## config.mk

```make
export PLATFORM = sky130hd
export DESIGN_NAME = mult_wb_buffer
export DESIGN_NICKNAME = d
export VERILOG_FILES = /design/src/rtl/mult_wb_buffer_pkg.sv /design/src/rtl/mult_wb_buffer_wb_fifo.sv /design/src/rtl/mult_wb_buffer.sv
export SDC_FILE = /design/constraint.sdc
export NUM_CORES = 1
export LEC_CHECK = 0
export BUFFER_PORTS_ARGS = -buffer_cell sky130_fd_sc_hd__buf_2
export CAP_MARGIN = 5
export CORE_MARGIN = 5
export CORE_UTILIZATION = 26
export DETAILED_ROUTE_END_ITERATION = 8
export SLEW_MARGIN = 20
export SYNTH_ARGS = -nofsm -noshare
export SYNTH_HDL_FRONTEND = slang
export SYNTH_HIERARCHICAL = 1
export SYNTH_SLANG_ARGS = --single-unit
```

## constraint.sdc

```tcl
create_clock -name clk_i -period 8.2 [get_ports clk_i]
set_input_delay 0.82 -clock clk_i [delete_from_list [all_inputs] [get_ports clk_i]]
set_output_delay 0.82 -clock clk_i [all_outputs]
set_load 0.01 [all_outputs]
```

## src/rtl/mult_wb_buffer_pkg.sv

```systemverilog
// Shared types for the multiplier writeback buffer.
package mult_wb_buffer_pkg;

  localparam int TRANS_ID_BITS = 4;
  localparam int RESULT_W      = 64;

  // One buffered multiplier result with the transaction it belongs to.
  typedef struct packed {
    logic [TRANS_ID_BITS-1:0] trans_id;
    logic [RESULT_W-1:0]      result;
  } mult_wb_entry_t;

endpackage

```

## src/rtl/mult_wb_buffer_wb_fifo.sv

```systemverilog
// Generic synchronous FIFO: power-of-two depth, occupancy counter,
// free-running wrapping pointers, flush clears state in one cycle.
module mult_wb_buffer_wb_fifo
  import mult_wb_buffer_pkg::*;
#(
  parameter int  DEPTH   = 4,
  parameter type entry_t = mult_wb_entry_t,
  localparam int PTR_W   = $clog2(DEPTH),
  localparam int CNT_W   = PTR_W + 1
) (
  input  logic             clk_i,
  input  logic             rst_i,
  input  logic             flush,
  input  logic             push,
  input  entry_t           wdata,
  input  logic             pop,
  output entry_t           rdata,
  output logic [CNT_W-1:0] count,
  output logic             full,
  output logic             empty
);

  entry_t           mem [DEPTH];
  logic [PTR_W-1:0] wr_ptr_q;
  logic [PTR_W-1:0] rd_ptr_q;
  logic [CNT_W-1:0] count_q;
  logic             do_push;
  logic             do_pop;

  assign empty   = (count_q == '0);
  assign full    = (count_q == CNT_W'(DEPTH));
  assign do_pop  = pop & ~empty;
  // A push at full is accepted only when a pop frees the head slot in the same cycle.
  assign do_push = push & (~full | do_pop);
  assign rdata   = mem[rd_ptr_q];
  assign count   = count_q;

  // Pointer and occupancy bookkeeping; flush and reset both empty the FIFO.
  always_ff @(posedge clk_i) begin
    if (rst_i || flush) begin
      wr_ptr_q <= '0;
      rd_ptr_q <= '0;
      count_q  <= '0;
    end else begin
      if (do_push) wr_ptr_q <= wr_ptr_q + 1'b1;
      if (do_pop)  rd_ptr_q <= rd_ptr_q + 1'b1;
      if (do_push && !do_pop)      count_q <= count_q + 1'b1;
      else if (!do_push && do_pop) count_q <= count_q - 1'b1;
    end
  end

  // Entry storage; contents need no reset since occupancy gates visibility.
  always_ff @(posedge clk_i) begin
    if (do_push && !flush) mem[wr_ptr_q] <= wdata;
  end

endmodule

```

## src/rtl/mult_wb_buffer.sv

```systemverilog
// Writeback buffer behind the single-cycle multiplier: absorbs every result,
// drains under valid/ready, and grants issue credit so the FIFO never overflows.
module mult_wb_buffer
  import mult_wb_buffer_pkg::*;
#(
  parameter int  DEPTH  = 4,
  parameter int  DATA_W = RESULT_W,
  parameter int  TID_W  = TRANS_ID_BITS,
  localparam int CNT_W  = $clog2(DEPTH) + 1
) (
  input  logic              clk_i,
  input  logic              rst_i,
  input  logic              flush_i,
  input  logic              issue_valid_i,
  output logic              issue_ready_o,
  input  logic              mult_valid_i,
  input  logic [DATA_W-1:0] mult_result_i,
  input  logic [TID_W-1:0]  mult_trans_id_i,
  output logic              wb_valid_o,
  input  logic              wb_ready_i,
  output logic [DATA_W-1:0] wb_result_o,
  output logic [TID_W-1:0]  wb_trans_id_o,
  output logic [CNT_W-1:0]  count_o,
  output logic              overflow_o
);

  mult_wb_entry_t   push_entry;
  mult_wb_entry_t   head_entry;
  logic [CNT_W-1:0] count;
  logic [CNT_W:0]   credit_used;
  logic             full;
  logic             empty;
  logic             push;
  logic             pop;
  logic             inflight_q;
  logic             overflow_q;

  assign push                = mult_valid_i & ~flush_i;
  assign pop                 = wb_valid_o & wb_ready_i;
  assign push_entry.trans_id = mult_trans_id_i;
  assign push_entry.result   = mult_result_i;

  mult_wb_buffer_wb_fifo #(
    .DEPTH   (DEPTH),
    .entry_t (mult_wb_entry_t)
  ) u_fifo (
    .clk_i (clk_i),
    .rst_i (rst_i),
    .flush (flush_i),
    .push  (push),
    .wdata (push_entry),
    .pop   (pop),
    .rdata (head_entry),
    .count (count),
    .full  (full),
    .empty (empty)
  );

  // Occupied slots plus the op still inside the multiplier; purely registered.
  assign credit_used   = {1'b0, count} + {{CNT_W{1'b0}}, inflight_q};
  assign issue_ready_o = (credit_used < (CNT_W + 1)'(DEPTH));

  assign wb_valid_o    = ~empty;
  // Head is zeroed while empty so the outputs read 0 straight out of reset.
  assign wb_result_o   = wb_valid_o ? head_entry.result   : '0;
  assign wb_trans_id_o = wb_valid_o ? head_entry.trans_id : '0;
  assign count_o       = count;
  assign overflow_o    = overflow_q;

  // Track the op accepted this cycle; its result lands in the FIFO next cycle.
  always_ff @(posedge clk_i) begin
    if (rst_i) inflight_q <= 1'b0;
    else       inflight_q <= issue_valid_i & issue_ready_o & ~flush_i;
  end

  // Sticky drop flag: a result arrived at full with no pop to make room.
  always_ff @(posedge clk_i) begin
    if (rst_i)                    overflow_q <= 1'b0;
    else if (push && full && !pop) overflow_q <= 1'b1;
  end

endmodule

```

==> impl_metrics.yaml, run 1 <==
cells_and_area:
  final_util: 0.323
  areaGrowthSynthToFinish_pct: 23.6
  drive_gt1_frac: 0.417
  final_common_cell: "edfxtp_1"
  mostFrequentLayoutCells: "edfxtp_1 (272), buf_2 (147), nor2b_1 (69)"
  finalInstanceArea_sq_mm: 0.0134
  fin_nets: 745
  n_antenna_cell: 0
  fin_cells: 1230
timing:
  rsz0062_at_grt: "no"
  tightest_slew_ns: 0.778
  slew_violations: 0
  fin_tns_setup_ns: 0
  finClkSkew_ns: 0.0151
  post-route-period-util: 0.470
  relSlewSlack: 0.482
  whs_ns: 0.502
  hold_viol_final: 0
  max_clock_freq_mhz: 259
  setup_viol: 0
  post-route-min-period_ns: 3.86
placed_design:
  hpwl_microns: 13700
  place_area_sq_mm: 0.0122
  place_inst: 1168
  port_buffers: 147
  routabilityCongestion: 0.686
floorplan:
  num_rows: 75
  coreArea_sq_mm: 0.0417
  die-area_sq_mm: 0.0461
  fp.dieH_microns: 215
  ios: 148
  start_util: 0.261
  fp.dieW_microns: 215
global_routing:
  overflow: 0
  grt_pass1_wl_microns: 36100
  grt_usage: 0.103
  grt_pass1_vias: 5909
  antenna_found_initial: 4
  grt_max_degree: 41
detailed_routing:
  wirelength_microns: 23400
  drt_iter0_drc: 251
  drt_first_pass_iters: 4
  drt-wirelength-per-cell_microns: 19.0
  drcViolationCount: 0
  ant_nets: 0
  viasPerCell: 4.29
  vias: 5281
pwr:
  powerDensity_mw_per_mm2: 247
  seqPwrFrac: 0.483
  ir_worst_vdd_uv: 152
  power.switching_uw: 658
  internal_power_mw: 2.66
  p_sw_frac: 0.198
  p_leak_nw: 4.48
  clkPwrFrac: 0.478
  power_frac_comb: 0.039
synthesis:
  yosysWarnings: 6
  synth_area_sq_mm: 0.0109
  synth_nets: 574
  synth_edf_count: 272
  async_flop_share: 0
  synth.avg_cell_area_sq_um: 22.0
  syn_inst: 494
  synth.distinct_cells: 32
  ys_seq_elements: 283
  synth_seq_area_share: 0.771
  ys.flop_type: "edfxtp_1"
cts:
  holdBufCountCts: 0
  cts_tree: "done"
  ctsResizeCount: 0
  cts.sink_count: 283
  cts.path.max_buffers: 3
  clkSlewWorstSetupHoldPaths_ns: 0.06
  htree_levels: 2
  cts_root_buffer: "clkbuf_16"
  clk-insertion-delay-late_ns: 0.52
  cts_setup_buffers: 0
  cts_buffers: 34
hold_path:
  hp-class: "flop to flop"
run_status:
  outcome: "finished, final reports clean"
setup_path:
  cpMaxStageDelayCell: "dfxtp_4"
  worstPathRequired_ns: 7.38
  worstSetupStartpointType: "flop"
  crit_fanout: 36
  path_cells: "buf_4, mux4_2, nor2b_1, buf_2"
  ff2ff_setup_slack_ns: 4.84
  worst-path-buf-inv: 2
  cp_slowest_stage_delay_ns: 0.83
  path_class: "flop to output port"
  endpoint_kind: "output port"
  cp.arrival_ns: 3.04
  critical-path-top-delay-family: "buffers and inverters"
job:
  max_cap_viol_count: 0
[final timing paths]
check | end | start | cells past startpoint
max | wb_trans_id_o[3] | flop | 4
max reg2reg | u_fifo/mem[1][1]$_DFFE_PP_ | u_fifo/count[0]$_SDFFE_PP0P_ | 8
min | overflow_o$_SDFFE_PP0P_ | overflow_o$_SDFFE_PP0P_ | 2
min reg2reg | overflow_o$_SDFFE_PP0P_ | overflow_o$_SDFFE_PP0P_ | 2
[flip-flops by register name (all words and copies together), names as in the netlist, named ones only]
signal,count
inflight_q,1
u_fifo/wr_ptr_q,2
u_fifo/rd_ptr_q,2
u_fifo/count,3
u_fifo/mem,272
overflow_o,1
[power groups by stage]
stage	clock (mW)	combinational, mW	sequential [mW]
final	1.59	0.129	1.60
after global routing	1.70	0.144	1.60
after CTS	1.64	0.134	1.60
after detailed placement	0	0.133	1.63
after global placement	0	0.132	1.63
after floorplan	0	0.0621	1.64
[layout make-up]
class	instances	area, sq um
Inverter	7	26.3
Clock inverter	21	269
Tap cell	539	674
Fill cell	4026	28200
Timing Repair Buffer	159	826
Multi-Input combinational cell	180	2320
Sequential cell	283	8400
Clock buffer	41	941
[metrics by stage]
step	total power [mW]	setup slack, ns
2_1_floorplan	1.70	1.26
3_5_place_dp	1.77	4.72
4_1_cts	3.38	4.14
6_report	3.32	4.34
5_1_grt	3.45	3.99
3_3_place_gp	1.77	4.72
[routing by layer]
layer,up-vias,track usage,part of all wire,routed length [microns]
met2,138,0.175,0.49,11400
met4,8,0.0341,0.021,485
met5,-,0,0.0025,59
li1,2342,-,-,-
met3,39,0.0343,0.061,1440
met1,2754,0.123,0.43,9980
[cell usage after synthesis, drive strengths merged, types with 2 or more instances]
| library cell | n | share of area |
|---|---|---|
| a21oi | 3 | 0.0014 |
| buf | 19 | 0.015 |
| clkbuf | 5 | 0.0017 |
| dfxtp | 11 | 0.020 |
| edfxtp | 272 | 0.75 |
| ha | 5 | 0.0057 |
| inv | 7 | 0.0024 |
| mux4 | 68 | 0.14 |
| nand3 | 2 | 0.00092 |
| nor2 | 6 | 0.0021 |
| nor2b | 70 | 0.040 |
| nor3b | 5 | 0.0034 |
| o21ai | 3 | 0.0014 |
| xor2 | 4 | 0.0032 |
[cell families (layout without fill, tap and decap cells)]
| logic type | count (synthesis) | count (layout) | synth area share |
|---|---|---|---|
| adder cells (fa/ha/maj) | 6 | 6 | 0.00759 |
| AO/OA/AOI/OAI | 10 | 10 | 0.00598 |
| multiplexers | 69 | 69 | 0.142 |
| XOR/XNOR | 4 | 4 | 0.00322 |
| buffers and inverters | 31 | 228 | 0.0187 |
| flip-flops | 283 | 283 | 0.771 |
| AND/OR/NAND/NOR | 91 | 91 | 0.0522 |
[worst min-delay path, cell delays in order, from the launching register on]
cell	delay (ns)
dfxtp_1	0.31
inv_1	0.06
o22ai_2	0.08
Note: power is estimated with default switching activity, not from simulation.
==> run 2, diff against run 1 <==
--- a/config.mk
+++ b/config.mk
@@ -5,6 +5,7 @@
 export SDC_FILE = /design/constraint.sdc
 export NUM_CORES = 1
 export LEC_CHECK = 0
+export ABC_AREA = 1
 export BUFFER_PORTS_ARGS = -buffer_cell sky130_fd_sc_hd__buf_2
 export CAP_MARGIN = 5
 export CORE_MARGIN = 5
==> constraint.sdc (replaced) <==
create_clock -name clk_i -period 3.3 [get_ports clk_i]
set_input_delay 0.33 -clock clk_i [delete_from_list [all_inputs] [get_ports clk_i]]
set_output_delay 0.33 -clock clk_i [all_outputs]
set_load 0.01 [all_outputs]
==> run 2 against run 1 <==
Compared with the run above: hold slack worse by 0.48 ns; synthesized cell count up 81%; non-clock buffer count up 40; clock power up 96%; critical path depth up 9; cell count up 37%; combinational power rose to 3.0 times the previous value; global-route usage up 0.68 points; count of clock-buffer cells in the layout down 7; flip-flop and latch count unchanged; setup slack worse by 3.7 ns; clock skew down 0.0057 ns.
==> impl_metrics.yaml, run 2 <==
run_status:
  outcome: "finished, final reports clean"
setup_path:
  worstPathRequired_ns: 3.53
  ff2ff_setup_slack_ns: 0.67
  endpoint_kind: "flop"
  r2r-start: "u_fifo/count[0]$_SDFFE_PP0P_"
  cp.arrival_ns: 2.86
  worstSetupStartpointType: "flop"
  startpoint: "u_fifo/count[0]$_SDFFE_PP0P_"
  reg2reg_depth: 13
  path_class: "flop to flop"
  crit_fanout: 24
  cp-endpoint: "u_fifo/mem[1][56]$_DFFE_PP_"
  rr_endpoint: "u_fifo/mem[1][56]$_DFFE_PP_"
timing:
  whs_ns: 0.0195
  tightest_slew_ns: 0.734
  hold_viol_final: 0
  max_clock_freq_mhz: 380
  slew_violations: 0
  rsz0062_at_grt: "no"
  setup_viol: 0
  fin_tns_setup_ns: 0
  post-route-period-util: 0.798
  post-route-min-period_ns: 2.63
  setup_ws_ns: 0.666
  relSlewSlack: 0.511
  finClkSkew_ns: 0.00941
cts:
  htree_levels: 1
  cts_tree: "done"
  clk-insertion-delay-late_ns: 0.53
  cts_setup_buffers: 0
  ctsResizeCount: 0
  clkSlewWorstSetupHoldPaths_ns: 0.06
  cts.path.max_buffers: 3
  cts_root_buffer: "clkbuf_16"
  holdBufCountCts: 38
  cts.sink_count: 283
  cts_buffers: 28
detailed_routing:
  drt_first_pass_iters: 4
  drt-wirelength-per-cell_microns: 16.2
  drt_iter0_drc: 411
  wirelength_microns: 27200
  drcViolationCount: 0
  viasPerCell: 4.27
  vias: 7176
  ant_nets: 0
global_routing:
  overflow: 0
  grt_pass1_wl_microns: 41300
  grt_max_degree: 137
  grt_pass1_vias: 7092
  grt_usage: 0.109
  antenna_found_initial: 5
cells_and_area:
  largest_reg_flops: 272
  top_register: "u_fifo/mem"
  fin_cells: 1679
  fin_nets: 1151
  areaGrowthSynthToFinish_pct: 23.7
  finalInstanceArea_sq_mm: 0.0139
  final_util: 0.324
  final_common_cell: "edfxtp_1"
  drive_gt1_frac: 0.192
  mostFrequentLayoutCells: "edfxtp_1 (272), nor2_1 (214), buf_2 (147)"
floorplan:
  fp.dieH_microns: 218
  start_util: 0.262
  fp.dieW_microns: 218
  ios: 148
  num_rows: 76
  die-area_sq_mm: 0.0475
  coreArea_sq_mm: 0.0429
synthesis:
  synth_area_sq_mm: 0.0112
  synth.distinct_cells: 21
  synth.avg_cell_area_sq_um: 12.6
  synth_seq_area_share: 0.746
  synth_area_leader_cell: "edfxtp_1"
  async_flop_share: 0
  synth_most_common_cell: "edfxtp_1"
  yosysWarnings: 6
  syn_inst: 893
  synth_edf_count: 272
  yosys-top-cells-count: "edfxtp_1 (272), nor2_1 (218), o21ai_0 (131)"
  ys_seq_elements: 283
  synth_nets: 973
  synth_top_area_frac: 0.726
  ys.flop_type: "edfxtp_1"
  synthTopCellsByArea: "edfxtp_1 (73%), nor2_1 (7.3%), o21ai_0 (5.8%)"
placed_design:
  hpwl_microns: 16500
  place_ws_ns: 0.677
  place_area_sq_mm: 0.0126
  place_inst: 1588
  routabilityCongestion: 0.727
  port_buffers: 147
pwr:
  p_leak_nw: 5.18
  powerDensity_mw_per_mm2: 538
  ir_worst_vdd_uv: 388
  p_total_mw: 7.49
hold_path:
  hp-class: "input pin to flop"
job:
  max_cap_viol_count: 0
[run 2: cell types whose count changed after synthesis, sizes merged, moves of 6 or more]
cell / delta
clkbuf: +17
nand3: +6
o22ai: +67
nor2: +212
buf: +10
nand2: +19
nor2b: -70
mux4: -68
inv: +87
o21ai: +133
[run 2: where the power goes]
group          total (mW)  leakage, nW  switching (mW)  internal (mW)
sequential           3.99         2.55          0.0113           3.98
combinational       0.383         2.20           0.235          0.148
clock                3.12        0.434            1.29           1.83
total                7.49         5.18            1.54           5.95
[run 2: critical path, cell delays in order (launching register included)]
cell,delay (ns)
dfxtp_1,0.46
nor2_1,0.09
nand2_1,0.14
clkinv_2,0.08
inv_1,0.07
nand2_1,0.06
inv_1,0.10
inv_1,0.05
nand3_1,0.15
nand2_1,0.07
inv_1,0.08
nand2_1,0.23
nor2_4,0.47
buf_12,0.26
[run 2: layout make-up]
| cell class | instances | area [sq um] |
|---|---|---|
| fillers | 4357 | 29000 |
| inverters | 94 | 359 |
| clock buffers | 34 | 744 |
| multi-input cells | 465 | 2200 |
| diodes | 4 | 10.0 |
| repair buffers | 199 | 1320 |
| clock inverters | 15 | 153 |
| well taps | 585 | 732 |
| flip-flops and latches | 283 | 8390 |
[run 2: metal layers]
layer	GRT usage	up-vias	routed length, microns
met2	0.177	154	12800
met1	0.152	3478	12500
met4	0.0193	4	419
li1	-	3504	-
met5	0	-	27
met3	0.0267	36	1440
[run 2: worst min path at each step]
stage / slack (ns) / start / cells past startpoint / endpoint
after detailed placement: 0.45 / overflow_o$_SDFFE_PP0P_ / 2 / overflow_o$_SDFFE_PP0P_
final: 0.02 / mult_result_i[38] / 1 / u_fifo/mem[3][38]$_DFFE_PP_
after global placement: 0.43 / overflow_o$_SDFFE_PP0P_ / 2 / overflow_o$_SDFFE_PP0P_
after global routing: 0.004 / mult_trans_id_i[2] / 1 / u_fifo/mem[2][66]$_DFFE_PP_
after CTS: 0.0002 / mult_trans_id_i[2] / 1 / u_fifo/mem[3][66]$_DFFE_PP_
after floorplan: 0.40 / rst_i / 1 / overflow_o$_SDFFE_PP0P_
[run 2: cell families after synthesis]
family,share of synthesized area
flip-flops,0.746
AND/OR/NAND/NOR,0.0835
AO/OA/AOI/OAI,0.101
buffers and inverters,0.0610
adder cells (fa/ha/maj),0.00734
XOR/XNOR,0.000779
==> run 3, diff against run 2 <==
--- a/config.mk
+++ b/config.mk
@@ -5,7 +5,7 @@
 export SDC_FILE = /design/constraint.sdc
 export NUM_CORES = 1
 export LEC_CHECK = 0
-export ABC_AREA = 1
+export ABC_AREA = 0
 export BUFFER_PORTS_ARGS = -buffer_cell sky130_fd_sc_hd__buf_2
 export CAP_MARGIN = 5
 export CORE_MARGIN = 5
==> constraint.sdc (replaced) <==
create_clock -name clk_i -period 2.61 [get_ports clk_i]
set_input_delay 0.261 -clock clk_i [delete_from_list [all_inputs] [get_ports clk_i]]
set_output_delay 0.261 -clock clk_i [all_outputs]
set_load 0.01 [all_outputs]
==> run 3 against run 2 <==
Compared with the run above: combinational power grew 32%; sequential share of layout area shrank 0.64 points; non-clock buffer count grew 34; critical endpoint is now u_fifo/count[2]$_SDFFE_PP0P_; largest cell class unchanged.
==> impl_metrics.yaml, run 3 (synthesized netlist as in run 1, its figures left out) <==
run_status:
  outcome: "finished, final reports clean"
global_routing:
  grt_pass1_vias: 6002
  overflow: 0
  antenna_found_initial: 1
  grt_usage: 0.0978
  grt_max_degree: 70
  grt_pass1_wl_microns: 35600
detailed_routing:
  drt_first_pass_iters: 4
  ant_nets: 0
  drt_iter0_drc: 332
  drt-wirelength-per-cell_microns: 17.6
  vias: 5441
  highest_layer: "met4"
  drcViolationCount: 0
  wl_met1_microns: 9730
  wl_met3_microns: 1310
  wirelength_microns: 22800
  viasPerCell: 4.20
  wl_met2_microns: 11300
cells_and_area:
  mostFrequentLayoutCells: "edfxtp_1 (272), buf_2 (147), dlygate4sd3_1 (71)"
  areaGrowthSynthToFinish_pct: 29.4
  largest_reg_flops: 272
  drive_gt1_frac: 0.376
  fin_nets: 816
  final_common_cell: "edfxtp_1"
  final_util: 0.338
  fin_cells: 1295
  top_register: "u_fifo/mem"
timing:
  post-route-min-period_ns: 2.46
  hold_viol_final: 0
  setup_viol: 0
  rsz0062_at_grt: "no"
  tightest_slew_ns: 0.607
  relSlewSlack: 0.595
  post-route-period-util: 0.943
  max_clock_freq_mhz: 406
  finClkSkew_ns: 0.0148
  setup_ws_ns: 0.148
  slew_violations: 0
cts:
  htree_levels: 1
  cts_buffers: 31
  cts.path.max_buffers: 3
  clkSlewWorstSetupHoldPaths_ns: 0.05
  clk-insertion-delay-late_ns: 0.55
  cts.sink_count: 283
  cts_tree: "done"
  cts_setup_buffers: 0
  cts_root_buffer: "clkbuf_16"
hold_path:
  holdPathEnd: "inflight_q$_SDFF_PP0_"
  hp-class: "input pin to flop"
  holdCritStartpoint: "flush_i"
  whs_path_depth: 3
pwr:
  power.switching_mw: 1.91
  p_sw_frac: 0.201
  powerDensity_mw_per_mm2: 676
  ir_worst_vdd_uv: 482
  clkPwrFrac: 0.418
  internal_power_mw: 7.62
  p_leak_nw: 4.72
  seqPwrFrac: 0.529
  p_total_mw: 9.53
  power_frac_comb: 0.053
floorplan:
  coreArea_sq_mm: 0.0417
  fp.dieW_microns: 215
  fp.dieH_microns: 215
  num_rows: 75
  ios: 148
  die-area_sq_mm: 0.0461
  start_util: 0.261
setup_path:
  worstPathRequired_ns: 3.08
  reg2reg_depth: 11
  rr_endpoint: "u_fifo/count[2]$_SDFFE_PP0P_"
  crit_fanout: 10
  path_class: "flop to flop"
  cp.arrival_ns: 2.93
  r2r-start: "u_fifo/count[0]$_SDFFE_PP0P_"
  worstSetupStartpointType: "flop"
  endpoint_kind: "flop"
  ff2ff_setup_slack_ns: 0.15
placed_design:
  port_buffers: 147
  hpwl_microns: 13300
  place_inst: 1171
  place_ws_ns: 0.123
  routabilityCongestion: 0.677
job:
  max_cap_viol_count: 0
## run 3: power by group through the flow
stage | sequential [mW] | combinational, mW | clock [mW]
floorplan | 5.13 | 0.206 | 0
global placement | 5.13 | 0.422 | 0
detailed placement | 5.13 | 0.431 | 0
CTS | 5.04 | 0.520 | 4.13
global route | 5.04 | 0.560 | 4.35
finish | 5.04 | 0.505 | 3.98
## run 3: final cells by class
| cell class | instances | area [sq um] |
|---|---|---|
| timing repair buffer | 233 | 1680 |
| clock inverter | 13 | 120 |
| clock buffer | 39 | 806 |
| sequential | 283 | 8410 |
| inverter | 7 | 26.3 |
| multi-input combinational | 180 | 2370 |
| antenna | 1 | 2.50 |
| fill | 3988 | 27600 |
| tap | 539 | 674 |
## run 3: timing repair
action                                  4_1_cts  5_1_grt
hold buffers                                 71        0
endpoints found under the setup margin       12        1
endpoints found under the hold margin       274        0
pin swaps                                     0        2
gates resized for setup                       1        0
gates cloned                                  0        0
## run 3: worst max-delay path by stage
stage	startpoint	endpoint	slack, ns	cells past startpoint
final	u_fifo/count[0]$_SDFFE_PP0P_	u_fifo/count[2]$_SDFFE_PP0P_	0.15	11
after global routing	u_fifo/count[0]$_SDFFE_PP0P_	u_fifo/count[2]$_SDFFE_PP0P_	0.01	11
after CTS	flop	wb_result_o[58]	0.07	4
after detailed placement	u_fifo/count[1]$_SDFFE_PP0P_	u_fifo/count[2]$_SDFFE_PP0P_	0.12	11
after global placement	u_fifo/count[1]$_SDFFE_PP0P_	u_fifo/count[2]$_SDFFE_PP0P_	0.15	11
after floorplan	u_fifo/count[1]$_SDFFE_PP0P_	u_fifo/mem[0][0]$_DFFE_PP_	-0.64	6
## run 3: per-stage QoR
stage / setup TNS [ns] / area, sq um / hold slack (ns)
floorplan: -168.17 / 11000 / 0.360
global route: 0 / 14100 / 0.217
global placement: 0 / 12400 / 0.477
CTS: 0 / 14100 / 0.180
detailed placement: 0 / 12400 / 0.478
finish: 0 / 14100 / 0.210
## run 3: critical path, cell delays in order (launching register included)
cell and delay, ns:
dfxtp_4 0.38, nor3_4 0.27, nor2b_4 0.08, or4b_4 0.54
nand2_8 0.09, inv_1 0.04, ha_1 0.21, inv_1 0.07
fa_1 0.17, xor2_1 0.07, or3_1 0.30, a21oi_1 0.15
## run 3: routing by layer
metal  global-route usage  vias to the layer above
li1                     -                     2482
met1                0.126                     2782
met2                0.167                      147
met3               0.0256                       30
met4               0.0219                        0
met5                    0                        -
